--- src/rtl/adler32_stream.sv ---
`default_nettype none
// ============================================================================
// Module   : adler32_stream
// Function : Streaming Adler-32 checksum, LANES bytes per beat, one beat per
//            cycle. Result {B,A} is held until the consumer takes it.
//            Optional per-lane byte qualifier s_keep when ADLER32_KEEP_EN is
//            defined.
// Revision : 1.0 - initial release
// ============================================================================
module adler32_stream #(
  parameter int LANES = 4
) (
  input  logic               clk,
  input  logic               rst_n,
  input  logic               s_valid,
  output logic               s_ready,
  input  logic [8*LANES-1:0] s_data,
`ifdef ADLER32_KEEP_EN
  input  logic [LANES-1:0]   s_keep,
`endif
  input  logic               s_last,
  output logic               m_valid,
  input  logic               m_ready,
  output logic [31:0]        m_checksum,
  output logic               busy
);

  localparam logic [16:0] MOD = 17'd65521;

  typedef enum logic [0:0] {
    ST_ACCUM = 1'b0,
    ST_HOLD  = 1'b1
  } state_t;

  state_t           state_q;
  logic [15:0]      a_q, b_q;
  logic [15:0]      a_d, b_d;
  logic             busy_q;
  logic             s_ready_q;
  logic             m_valid_q;
  logic [LANES-1:0] lane_en;

`ifdef ADLER32_KEEP_EN
  assign lane_en = s_keep;
`else
  assign lane_en = '1;
`endif

  // Both operands are already reduced, so one conditional subtract suffices.
  function automatic logic [15:0] mod_add(input logic [15:0] x, input logic [15:0] y);
    logic [16:0] sum;
    sum = {1'b0, x} + {1'b0, y};
    if (sum >= MOD) begin
      sum = sum - MOD;
    end
    return sum[15:0];
  endfunction

  always_comb begin
    a_d = a_q;
    b_d = b_q;
    for (int i = 0; i < LANES; i++) begin
      if (lane_en[i]) begin
        a_d = mod_add(a_d, {8'h00, s_data[8*i +: 8]});
        b_d = mod_add(b_d, a_d);
      end
    end
  end

  always_ff @(posedge clk) begin
    if (!rst_n) begin
      state_q   <= ST_ACCUM;
      a_q       <= 16'h0001;
      b_q       <= 16'h0000;
      busy_q    <= 1'b0;
      s_ready_q <= 1'b1;
      m_valid_q <= 1'b0;
    end else begin
      unique case (state_q)
        ST_ACCUM: begin
          if (s_valid) begin
            a_q    <= a_d;
            b_q    <= b_d;
            busy_q <= 1'b1;
            if (s_last) begin
              state_q   <= ST_HOLD;
              s_ready_q <= 1'b0;
              m_valid_q <= 1'b1;
            end
          end
        end
        ST_HOLD: begin
          if (m_ready) begin
            state_q   <= ST_ACCUM;
            a_q       <= 16'h0001;
            b_q       <= 16'h0000;
            busy_q    <= 1'b0;
            s_ready_q <= 1'b1;
            m_valid_q <= 1'b0;
          end
        end
        default: begin
          state_q   <= ST_ACCUM;
          s_ready_q <= 1'b1;
          m_valid_q <= 1'b0;
        end
      endcase
    end
  end

  assign s_ready    = s_ready_q;
  assign m_valid    = m_valid_q;
  assign busy       = busy_q;
  assign m_checksum = {b_q, a_q};

endmodule
`default_nettype wire

--- config.mk ---
export PLATFORM = sky130hd
export DESIGN_NAME = adler32_stream
export DESIGN_NICKNAME = d
export VERILOG_FILES = /design/src/rtl/adler32_stream.sv
export SDC_FILE = /design/constraint.sdc
export NUM_CORES = 1
export LEC_CHECK = 0
export ABC_AREA = 0
export BUFFER_PORTS_ARGS = -buffer_cell sky130_fd_sc_hd__buf_2
export CAP_MARGIN = 25
export CORE_ASPECT_RATIO = 1.1
export CORE_UTILIZATION = 35
export DETAILED_ROUTE_END_ITERATION = 8
export MAX_ROUTING_LAYER = met4
export PLACE_DENSITY = 0.5
export SYNTH_ARGS = -nofsm -noshare
export SYNTH_HDL_FRONTEND = slang
export SYNTH_SLANG_ARGS = --single-unit
--- constraint.sdc ---
create_clock -name clk -period 38.6 [get_ports clk]
set_input_delay 3.86 -clock clk [delete_from_list [all_inputs] [get_ports clk]]
set_output_delay 3.86 -clock clk [all_outputs]
set_load 0.005 [all_outputs]
* Word level (Yosys, flattened, before mapping)
Cells that the tools add are included.
Storage, ports and cells: flip-flop bits (word level) 36, input bits 37, output and inout bits 35, word-level logic and storage cells 64
Cells by class: add/sub/neg operators 16, magnitude comparators 8, eq/ne operators 3, mux-type cells 28, bitwise operators 1, reduce and logical (&&, ||, !) cells 2
Operators with widths (number):
- $mux 16 | 12
- $ge 17x16->1 const B | 8
- $sub 16x16->16 const B | 8
- $add 16x16->17 | 4
- $add 16x8->17 | 4
- $pmux 16 s2 | 2
- $mux 1 | 10
- $pmux 1 s2 | 4
- $ne 2x2->1 const B | 3
- $reduce_and 3->1 | 1
- $reduce_and 2->1 | 1
- $not 1->1 | 1

* Depth between registers and ports, before layout
Gate-level depths: netlist of run 1.
depth in word-level cells 17, mapped depth 92, depth with buffers taken out 88

* Least setup slack after synthesis of run 1
OpenSTA, ideal clock, no wires.
path type input port to flip-flop, from in s_data[0], to reg b_q[8], setup time 0.129 ns, data arrival time 20.200 ns, required time 38.471 ns, setup slack 18.271 ns, stages 85, buffers on the path 3, cells stage by stage ha_1 > fa_1 > a211oi_1 > o31a_4 > a21o_1 > buf_6 > xor2_4 > nor3b_1 > a41o_1 > clkbuf_1 > nand2_1 > xnor2_1 > ha_1 > a211oi_1 > a21oi_1 > o21a_1 > o21ai_0 > nand2b_1 > [49 not listed] > a21oi_1 > o21bai_1 > a21oi_1 > o21bai_1 > a21oi_1 > o21bai_1 > a21oi_1 > nor2b_1 > o21a_1 > nor2_1 > xnor2_1 > nand3_1 > o31ai_1 > clkbuf_1 > nand2_1 > nor3_1 > xnor2_1 > o21ai_0
Between the ends: longest elaborated chain between the ends 17, elaborated cells on any way between the ends 34, those cells by class add/sub (16); order compare (8); mux (10)
Ends and longest elaborated chain:
- start, declared | RTL line 17 | input logic [8*LANES-1:0] s_data,
- $add 16x8->17 (*) | RTL line 52 | sum = {1'b0, x} + {1'b0, y};
- $sub 16x16->16 or $ge 17x16->1 (tied branches) | RTL line 54, 53
- $mux 16 (*) | RTL line 53 | if (sum >= MOD) begin
- $add 16x16->17 or $add 16x8->17 (tied branches) | RTL line 52
- $sub 16x16->16 or $ge 17x16->1 (tied branches) | RTL line 54, 53
- $mux 16 | RTL line 53
- $add 16x16->17 or $add 16x8->17 (tied branches) | RTL line 52
- $sub 16x16->16 or $ge 17x16->1 (tied branches) | RTL line 54, 53
- $mux 16 | RTL line 53
- $add 16x16->17 or $add 16x8->17 (tied branches) | RTL line 52
- $sub 16x16->16 or $ge 17x16->1 (tied branches) | RTL line 54, 53
- $mux 16 | RTL line 53
- $add 16x16->17 (*) | RTL line 52
- $sub 16x16->16 or $ge 17x16->1 (tied branches) | RTL line 54, 53
- $mux 16 (*) | RTL line 53
- $mux 16 (*) | RTL line 81 | if (s_valid) begin
- $pmux 16 s2 (*) | RTL line 79 | unique case (state_q)
- end signal, assigned | RTL line 74 | b_q <= 16'h0000;
- end signal, assigned | RTL line 83 | b_q <= b_d;
- end signal, assigned | RTL line 96 | b_q <= 16'h0000;
- end, declared | RTL line 36 | logic [15:0] a_q, b_q;
Mark *: on every way between the ends. The rest lies on a longest branch, timed or not. The select of a mux whose other input is x is not followed. A chain may end at the register's enable or synchronous reset.

* Final worst setup path of run 1
Ends and elaborated chain as after synthesis.

==> impl_metrics.toml, run 1 <==
[floorplan]
die_w_um = 153
row_count = 60
dieArea_um2 = 25700
core-area_um2 = 24500
start_util = 0.357
die-height_um = 168
ios = 72

[global_routing]
antenna_found_initial = 0
track_usage = 0.228
overflow = 0
grt_pass1_vias = 8066
grt_pass1_wl_um = 45000
grt_max_degree = 26

[clock_tree]
cts_resized = 0
ctsHtreeMaxLevel = 2
postCtsHoldBufs = 0
post_cts_buffers = 0
clkLatencyLatePin_ns = 0.28
root_buffer = "clkbuf_16"
cts_tree = "built"
clk_path_buf_depth = 2
clock-sinks = 36
path_clk_slew_ns = 0.06
cts_buffers = 5

[worst_setup_path]
crit_top_cell = "a21oi_1"
crit_slowest_cell = "o31ai_1"
r2r_end = "b_q[8]"
cp_num_buf_inv = 1
cpLargestDelayFamily = "compound AO/OA/AOI/OAI gates"
worstRegToRegCells = 79
slowest_delay_ns = 0.96
crit_fanout = 11
end_kind = "flop"
arrival_ns = 23.62
crit_required_ns = 38.74
rr_startpoint = "a_q[0]"
cp_num_cells = 80
r2r_slack_ns = 18.47
crit_type = "in2reg"
worst_setup_path_start_kind = "input port"

[yosys]
avgSynthCellArea_um2 = 7.38
syn_inst = 1186
synth_top_cell_by_area = "ha_1"
synthTopCellsByArea = "ha_1, xnor2_1, dfxtp_1, xor2_1, a21oi_1"
ys_warn_count = 0
ys_types = 86
syn-num-nets = 1349
async_reset_ff_frac = 0
syn_area_um2 = 8760
synth-seq-cells = 36
synth_edf_count = 0
synth.top_cell.area_share = 0.169
ys_seq_area_frac = 0.0823
yosys_most_used_dff = "dfxtp_1"

[timing]
worst_pin_slew_ns = 1.14
min_period_over_period = 0.608
final.min_clock_period_ns = 23.47
finalSetupViolCount = 0
max_freq_mhz = 42.6
maxSlewViolCount = 0
tns_ns = 0
hold_slack_ns = 0.468
skew_ns = 0.00736
max-slew-margin-rel = 0.231
hold_viol_final = 0
rsz0062_at_grt = "false"

[placement]
hpwl_um = 24600
io_buffers = 71
gp_congestion = 0.940

[drt]
drt_pass1_iterations = 9
wl_met3_um = 906
routedWlPerCell_um = 18.4
drt-met1-wl_um = 13500
vias = 8428
drc = 5
dr.max_layer_used = "met4"
route.met2.wl_um = 13500
drtIter0Drc = 489
viasPerCell = 5.43
ant_nets = 0
wirelength_um = 28500

[cells_and_area]
fin_nets = 1405
drive_above_1_share = 0.0910
diodes = 0
fill_cells = 2579
multiInputGateArea_um2 = 7580
area_growth_pct = 8.93
mostFrequentLayoutCells = "xnor2_1, ha_1, nand2_1, nor2_1, inv_1"
final_common_cell = "xnor2_1"
seq_area_um2 = 721

[run_status]
violations = "design-rule violations"
run_status = "complete, but fails checks"

[hold_path]
worstHoldStart = "m_valid"
hold_path_depth = 2
hold-path-endpoint = "m_valid"
hp-class = "reg2reg"

[flow_run]
maxCapViolations = 0
==> worst max path at each step <==
| stage | from | to | slack [ns] |
|---|---|---|---|
| after floorplan | s_data[0] | b_q[8] | 18.27 |
| final | s_data[0] | b_q[8] | 15.13 |
| after global placement | s_data[0] | b_q[8] | 15.27 |
| after global routing | s_data[0] | b_q[8] | 12.99 |
| after CTS | s_data[0] | b_q[8] | 15.23 |
| after detailed placement | s_data[0] | b_q[8] | 15.10 |
==> metal layers <==
metal | GRT usage | vias up
met4 | 0.0518 | 0
met1 | 0.303 | 3912
met2 | 0.384 | 192
met3 | 0.00746 | 21
li1 | - | 4303
met5 | - | -
==> cells in the mapped netlist, drive strengths merged, types with 4 or more instances <==
library cell and n:
a22o 11, o21a 9, o22ai 4, dfxtp 36
or3 8, o31ai 9, or2 6, xor2 54
o211ai 8, inv 92, a41oi 5, fa 8
clkbuf 13, nand2 110, a21boi 4, nor2b 21
a21o 19, and2 14, a21oi 89, buf 11
nor2 107, nand3 42, a31oi 8, nor4 9
nor3 24, nor3b 5, nand4 13, nor4b 8
o21bai 49, a22oi 6, nand2b 8, and3 13
a2111oi 5, a211oi 10, ha 118, xnor2 145
o21ai 44
==> worst register-to-register path: cells and delay by family (launching register included) <==
kind                     cells  cell delay, ns
AO/OA/AOI/OAI               49           11.93
AND/OR/NAND/NOR             16            3.78
adder cells (fa/ha/maj)      7            2.40
XOR/XNOR                     7            1.55
flip-flops                   1            0.34
==> layout make-up <==
class / count / area share
Clock buffer: 5 / 0.0131
Clock inverter: 2 / 0.00131
Inverter: 92 / 0.0362
Multi-Input combinational cell: 1034 / 0.794
Sequential cell: 36 / 0.0755
Tap cell: 310 / 0.0407
Timing Repair Buffer: 73 / 0.0388
==> kinds of logic after synthesis <==
logic type | share of synthesized area
AO/OA/AOI/OAI | 0.242
XOR/XNOR | 0.202
adder cells (fa/ha/maj) | 0.187
buffers and inverters | 0.0524
flip-flops | 0.0823
multiplexers | 0.00357
AND/OR/NAND/NOR | 0.230
==> state kept, by name, indices dropped and copies added (netlist names) <==
register / cells
a_q: 16
b_q: 16
busy: 1
m_valid: 1
s_ready: 1
state_q: 1
==> through the flow <==
stage / area [um^2] / util / cells / setup slack, ns
2_1_floorplan: 8760 / - / 1186 / 18.27
3_3_place_gp: 9400 / 0.383 / 1545 / 15.27
3_5_place_dp: 9400 / 0.383 / 1545 / 15.10
4_1_cts: 9540 / 0.389 / 1552 / 15.23
5_1_grt: 9540 / 0.389 / 1552 / 12.99
6_report: 9540 / 0.389 / 1552 / 15.13
Power of run 1 is left out: the tool's default activity adds up to more than one toggle a clock period on the data nets, which glitch-free logic cannot reach.
==> run 2, diff against run 1 <==
- ABC_AREA: 0 -> 1
- clock period: 38.6 -> 22.6 ns (I/O delays scaled with it)
==> impl_metrics.toml, run 2 <==
[drt]
drc = 0
drtIter0Drc = 467
drt_pass1_iterations = 5
vias = 9802
ant_nets = 0
viasPerCell = 4.81
wirelength_um = 29600
routedWlPerCell_um = 14.5

[timing]
finalSetupViolCount = 0
hold_slack_ns = 0.466
max-slew-margin-rel = 0.349
worst_pin_slew_ns = 0.970
min_period_over_period = 0.861
maxSlewViolCount = 0
rsz0062_at_grt = "false"
tns_ns = 0
final.min_clock_period_ns = 19.46
max_freq_mhz = 51.4
hold_viol_final = 0
skew_ns = 0.00730

[floorplan]
ios = 72
dieArea_um2 = 28400
row_count = 63
start_util = 0.358
core-area_um2 = 27100
die-height_um = 177
die_w_um = 161

[global_routing]
grt_pass1_vias = 9177
track_usage = 0.212
antenna_found_initial = 0
overflow = 0
grt_max_degree = 35
grt_pass1_wl_um = 46800

[cells_and_area]
area_growth_pct = 9.36
mostFrequentLayoutCells = "nand2_1, inv_1, nor2_1, a21oi_1, nand3_1"
drive_above_1_share = 0.112
fin_nets = 1843
largest_registers = "a_q: 16 flops, b_q: 16 flops"
fill_cells = 3079
final_common_cell = "nand2_1"
multiInputGateArea_um2 = 7770
diodes = 0
design_area_um2 = 10600
seq_area_um2 = 721

[yosys]
syn-num-nets = 1775
synth.top_cell.area_share = 0.152
ys_types = 51
yosys_most_used_dff = "dfxtp_1"
ys_warn_count = 0
synth-seq-cells = 36
syn_area_um2 = 9720
synth_edf_count = 0
synth_top_cells_by_count = "nand2_1, inv_1, nor2_1"
yosysMostFrequentCell = "nand2_1"
avgSynthCellArea_um2 = 6.03
async_reset_ff_frac = 0
synth_top_cell_by_area = "ha_1"
ys_seq_area_frac = 0.0742
synthTopCellsByArea = "ha_1, nand2_1, inv_1, xor2_1, dfxtp_1"
syn_inst = 1612

[worst_setup_path]
worst_setup_path_start_kind = "input port"
end_kind = "flop"
crit_fanout = 15
crit_top_cell = "nand2_1"
crit_type = "in2reg"
worstRegToRegCells = 111
crit_slowest_cell = "o21ai_1"
arrival_ns = 19.65
crit_required_ns = 22.79
slowest_delay_ns = 0.75

[clock_tree]
postCtsHoldBufs = 0
post_cts_buffers = 0
cts_buffers = 5
path_clk_slew_ns = 0.06
cts_resized = 0
root_buffer = "clkbuf_16"
clk_path_buf_depth = 2
ctsHtreeMaxLevel = 2
clock-sinks = 36
clkLatencyLatePin_ns = 0.28
cts_tree = "built"

[placement]
dpl_cell_area_um2 = 10500
gp_congestion = 0.920
hpwl_um = 26100
io_buffers = 71

[hold_path]
hp-class = "reg2reg"
hold_path_depth = 2

[run_status]
run_status = "completed"

[flow_run]
maxCapViolations = 0
==> run 2: cell types whose count changed in the layout (fill, tap and decap cells not counted), moves of 15 or more <==
cell      delta
xnor2_1    -117
nor2_1      +19
nand2_1    +274
xor2_1      +55
o21bai_1    -28
a21oi_1     +35
inv_1      +189
a21o_1      -15
nand3_1     +79
nand2_2     +16
nor2b_1     -21
nand4_1     +16
nor2_2      +18
inv_2       +15
==> run 2: area by class of cell <==
class	count	area share
tap	357	0.0420
inverter	304	0.108
timing repair buffer	74	0.0356
clock buffer	6	0.0121
clock inverter	2	0.00330
sequential	36	0.0678
multi-input combinational	1259	0.731
==> run 2: per-stage QoR <==
stage	cells	worst slack (ns)	utilization
after floorplan	1612	5.29	-
after global placement	2030	3.24	0.386
after detailed placement	2030	2.95	0.386
after CTS	2038	3.17	0.392
after global routing	2038	0.741	0.392
final	2038	3.14	0.392
==> run 2: cells by family (layout without fill, tap and decap cells) <==
| kind of cell | after synthesis | count (layout) | share of synthesized area |
|---|---|---|---|
| buf+inv | 317 | 386 | 0.126 |
| flops | 36 | 36 | 0.0742 |
| simple gates | 797 | 797 | 0.393 |
| fa+ha+maj | 126 | 126 | 0.168 |
| compound gates | 199 | 199 | 0.113 |
| xor+xnor | 137 | 137 | 0.125 |
==> run 2: worst paths after layout <==
| path | start | end | slack (ns) |
|---|---|---|---|
| setup reg to reg | a_q[0] | b_q[10] | 4.86 |
| hold / removal | m_valid | m_valid | 0.47 |
| hold reg to reg | m_valid | m_valid | 0.47 |
| setup / recovery | s_data[0] | b_q[10] | 3.14 |
==> run 2: metal layers <==
metal,share of wire,up-vias,GRT usage
li1,-,5265,-
met5,0,-,-
met4,0.024,0,0.0531
met3,0.022,37,0.0105
met1,0.48,4349,0.271
met2,0.48,151,0.365
==> run 2: critical path: cells and delay by family <==
kind / cells / cell delay (ns)
AO/OA/AOI/OAI: 36 / 6.59
XOR/XNOR: 7 / 1.68
adder cells (fa/ha/maj): 7 / 2.51
buffers and inverters: 12 / 1.04
AND/OR/NAND/NOR: 50 / 5.53
Power of run 2 is left out for the same reason.
==> run 3, diff against run 2 <==
- CORE_ASPECT_RATIO: 1.1 -> 1.5
==> impl_metrics.toml, run 3 (synthesis results as in run 2) <==
[clock_tree]
cts_tree = "built"
clkLatencyLatePin_ns = 0.29
cts_resized = 0
clock-sinks = 36
clk_path_buf_depth = 2
post_cts_buffers = 0
postCtsHoldBufs = 0
cts_buffers = 5
ctsHtreeMaxLevel = 2
root_buffer = "clkbuf_16"
path_clk_slew_ns = 0.06

[cells_and_area]
final_common_cell = "nand2_1"
largest_registers = "a_q: 16 flops, b_q: 16 flops"
area_growth_pct = 9.18
fin_nets = 1843
diodes = 0
drive_above_1_share = 0.112
mostFrequentLayoutCells = "nand2_1, inv_1, nor2_1, a21oi_1, nand3_1"
design_area_um2 = 10600

[hold_path]
worstHoldStart = "busy"
hold-path-endpoint = "busy"
hp-class = "reg2reg"
hold_path_depth = 2

[floorplan]
ios = 72
dieArea_um2 = 28400
core-area_um2 = 27200
die-height_um = 206
die_w_um = 138
row_count = 74
start_util = 0.357

[worst_setup_path]
end_kind = "flop"
crit_fanout = 15
worst_setup_path_start_kind = "input port"
r2r_slack_ns = 4.48
crit_top_cell = "nand2_1"
slowest_delay_ns = 0.75
arrival_ns = 20.04
r2r_end = "b_q[10]"
crit_slowest_cell = "o21ai_1"
crit_type = "in2reg"
worstRegToRegCells = 103
rr_startpoint = "a_q[0]"
crit_required_ns = 22.79

[drt]
routedWlPerCell_um = 15.2
ant_nets = 0
viasPerCell = 4.85
wirelength_um = 30800
drtIter0Drc = 398
drc = 0
drt_pass1_iterations = 5
vias = 9819

[global_routing]
grt_max_degree = 35
grt_pass1_vias = 9672
overflow = 0
track_usage = 0.223
antenna_found_initial = 0
grt_pass1_wl_um = 48800

[timing]
hold_slack_ns = 0.464
tns_ns = 0
worst_pin_slew_ns = 0.967
final.min_clock_period_ns = 19.85
max-slew-margin-rel = 0.351
worst_slack_ns = 2.75
skew_ns = 0.00490
maxSlewViolCount = 0
min_period_over_period = 0.878
max_freq_mhz = 50.4
hold_viol_final = 0
rsz0062_at_grt = "false"
finalSetupViolCount = 0

[placement]
gp_congestion = 0.970
dpl_cell_area_um2 = 10400
place_ws_ns = 2.06
io_buffers = 71
hpwl_um = 27300

[run_status]
run_status = "completed"

[flow_run]
maxCapViolations = 0
[run 3: cell types whose count changed in the layout (fill, tap and decap cells not counted), sizes merged]
| cell | delta |
|---|---|
| clkbuf | -1 |
| clkinvlp | +1 |
[run 3: worst max path at each step]
stage / from / slack (ns) / depth (start not counted) / end
6_report: s_data[0] / 2.75 / 104 / b_q[10]
5_1_grt: s_data[0] / 0.34 / 109 / b_q[10]
4_1_cts: s_data[0] / 2.27 / 109 / b_q[10]
3_5_place_dp: s_data[0] / 2.06 / 109 / b_q[10]
3_3_place_gp: s_data[0] / 2.36 / 105 / b_q[10]
2_1_floorplan: s_data[0] / 5.29 / 117 / b_q[10]
[run 3: cell type report]
class,instances,area (um^2)
Multi-Input combinational cell,1259,7770
Sequential cell,36,721
Clock inverter,3,42.5
Clock buffer,5,125
Timing Repair Buffer,74,375
Inverter,304,1140
Tap cell,342,428
Fill cell,3091,16600
[run 3: per-stage QoR]
step                      std cells  utilization
after floorplan                1612            -
after global placement         2014        0.383
after detailed placement       2014        0.383
after CTS                      2022        0.390
after global routing           2023        0.390
final                          2023        0.390
[run 3: metal layers]
metal | track usage | vias to the layer above | share of wire
li1 | - | 5258 | -
met1 | 0.237 | 4344 | 0.42
met2 | 0.417 | 147 | 0.51
met3 | 0.00834 | 70 | 0.016
met4 | 0.120 | 0 | 0.059
met5 | - | - | 0
[run 3: critical path, delay by kind of cell]
kind	cells	cell delay (ns)
fa+ha+maj	8	2.88
simple gates	43	4.90
buf+inv	9	0.89
compound gates	37	7.07
xor+xnor	7	1.96
Power of run 3 is left out for the same reason.
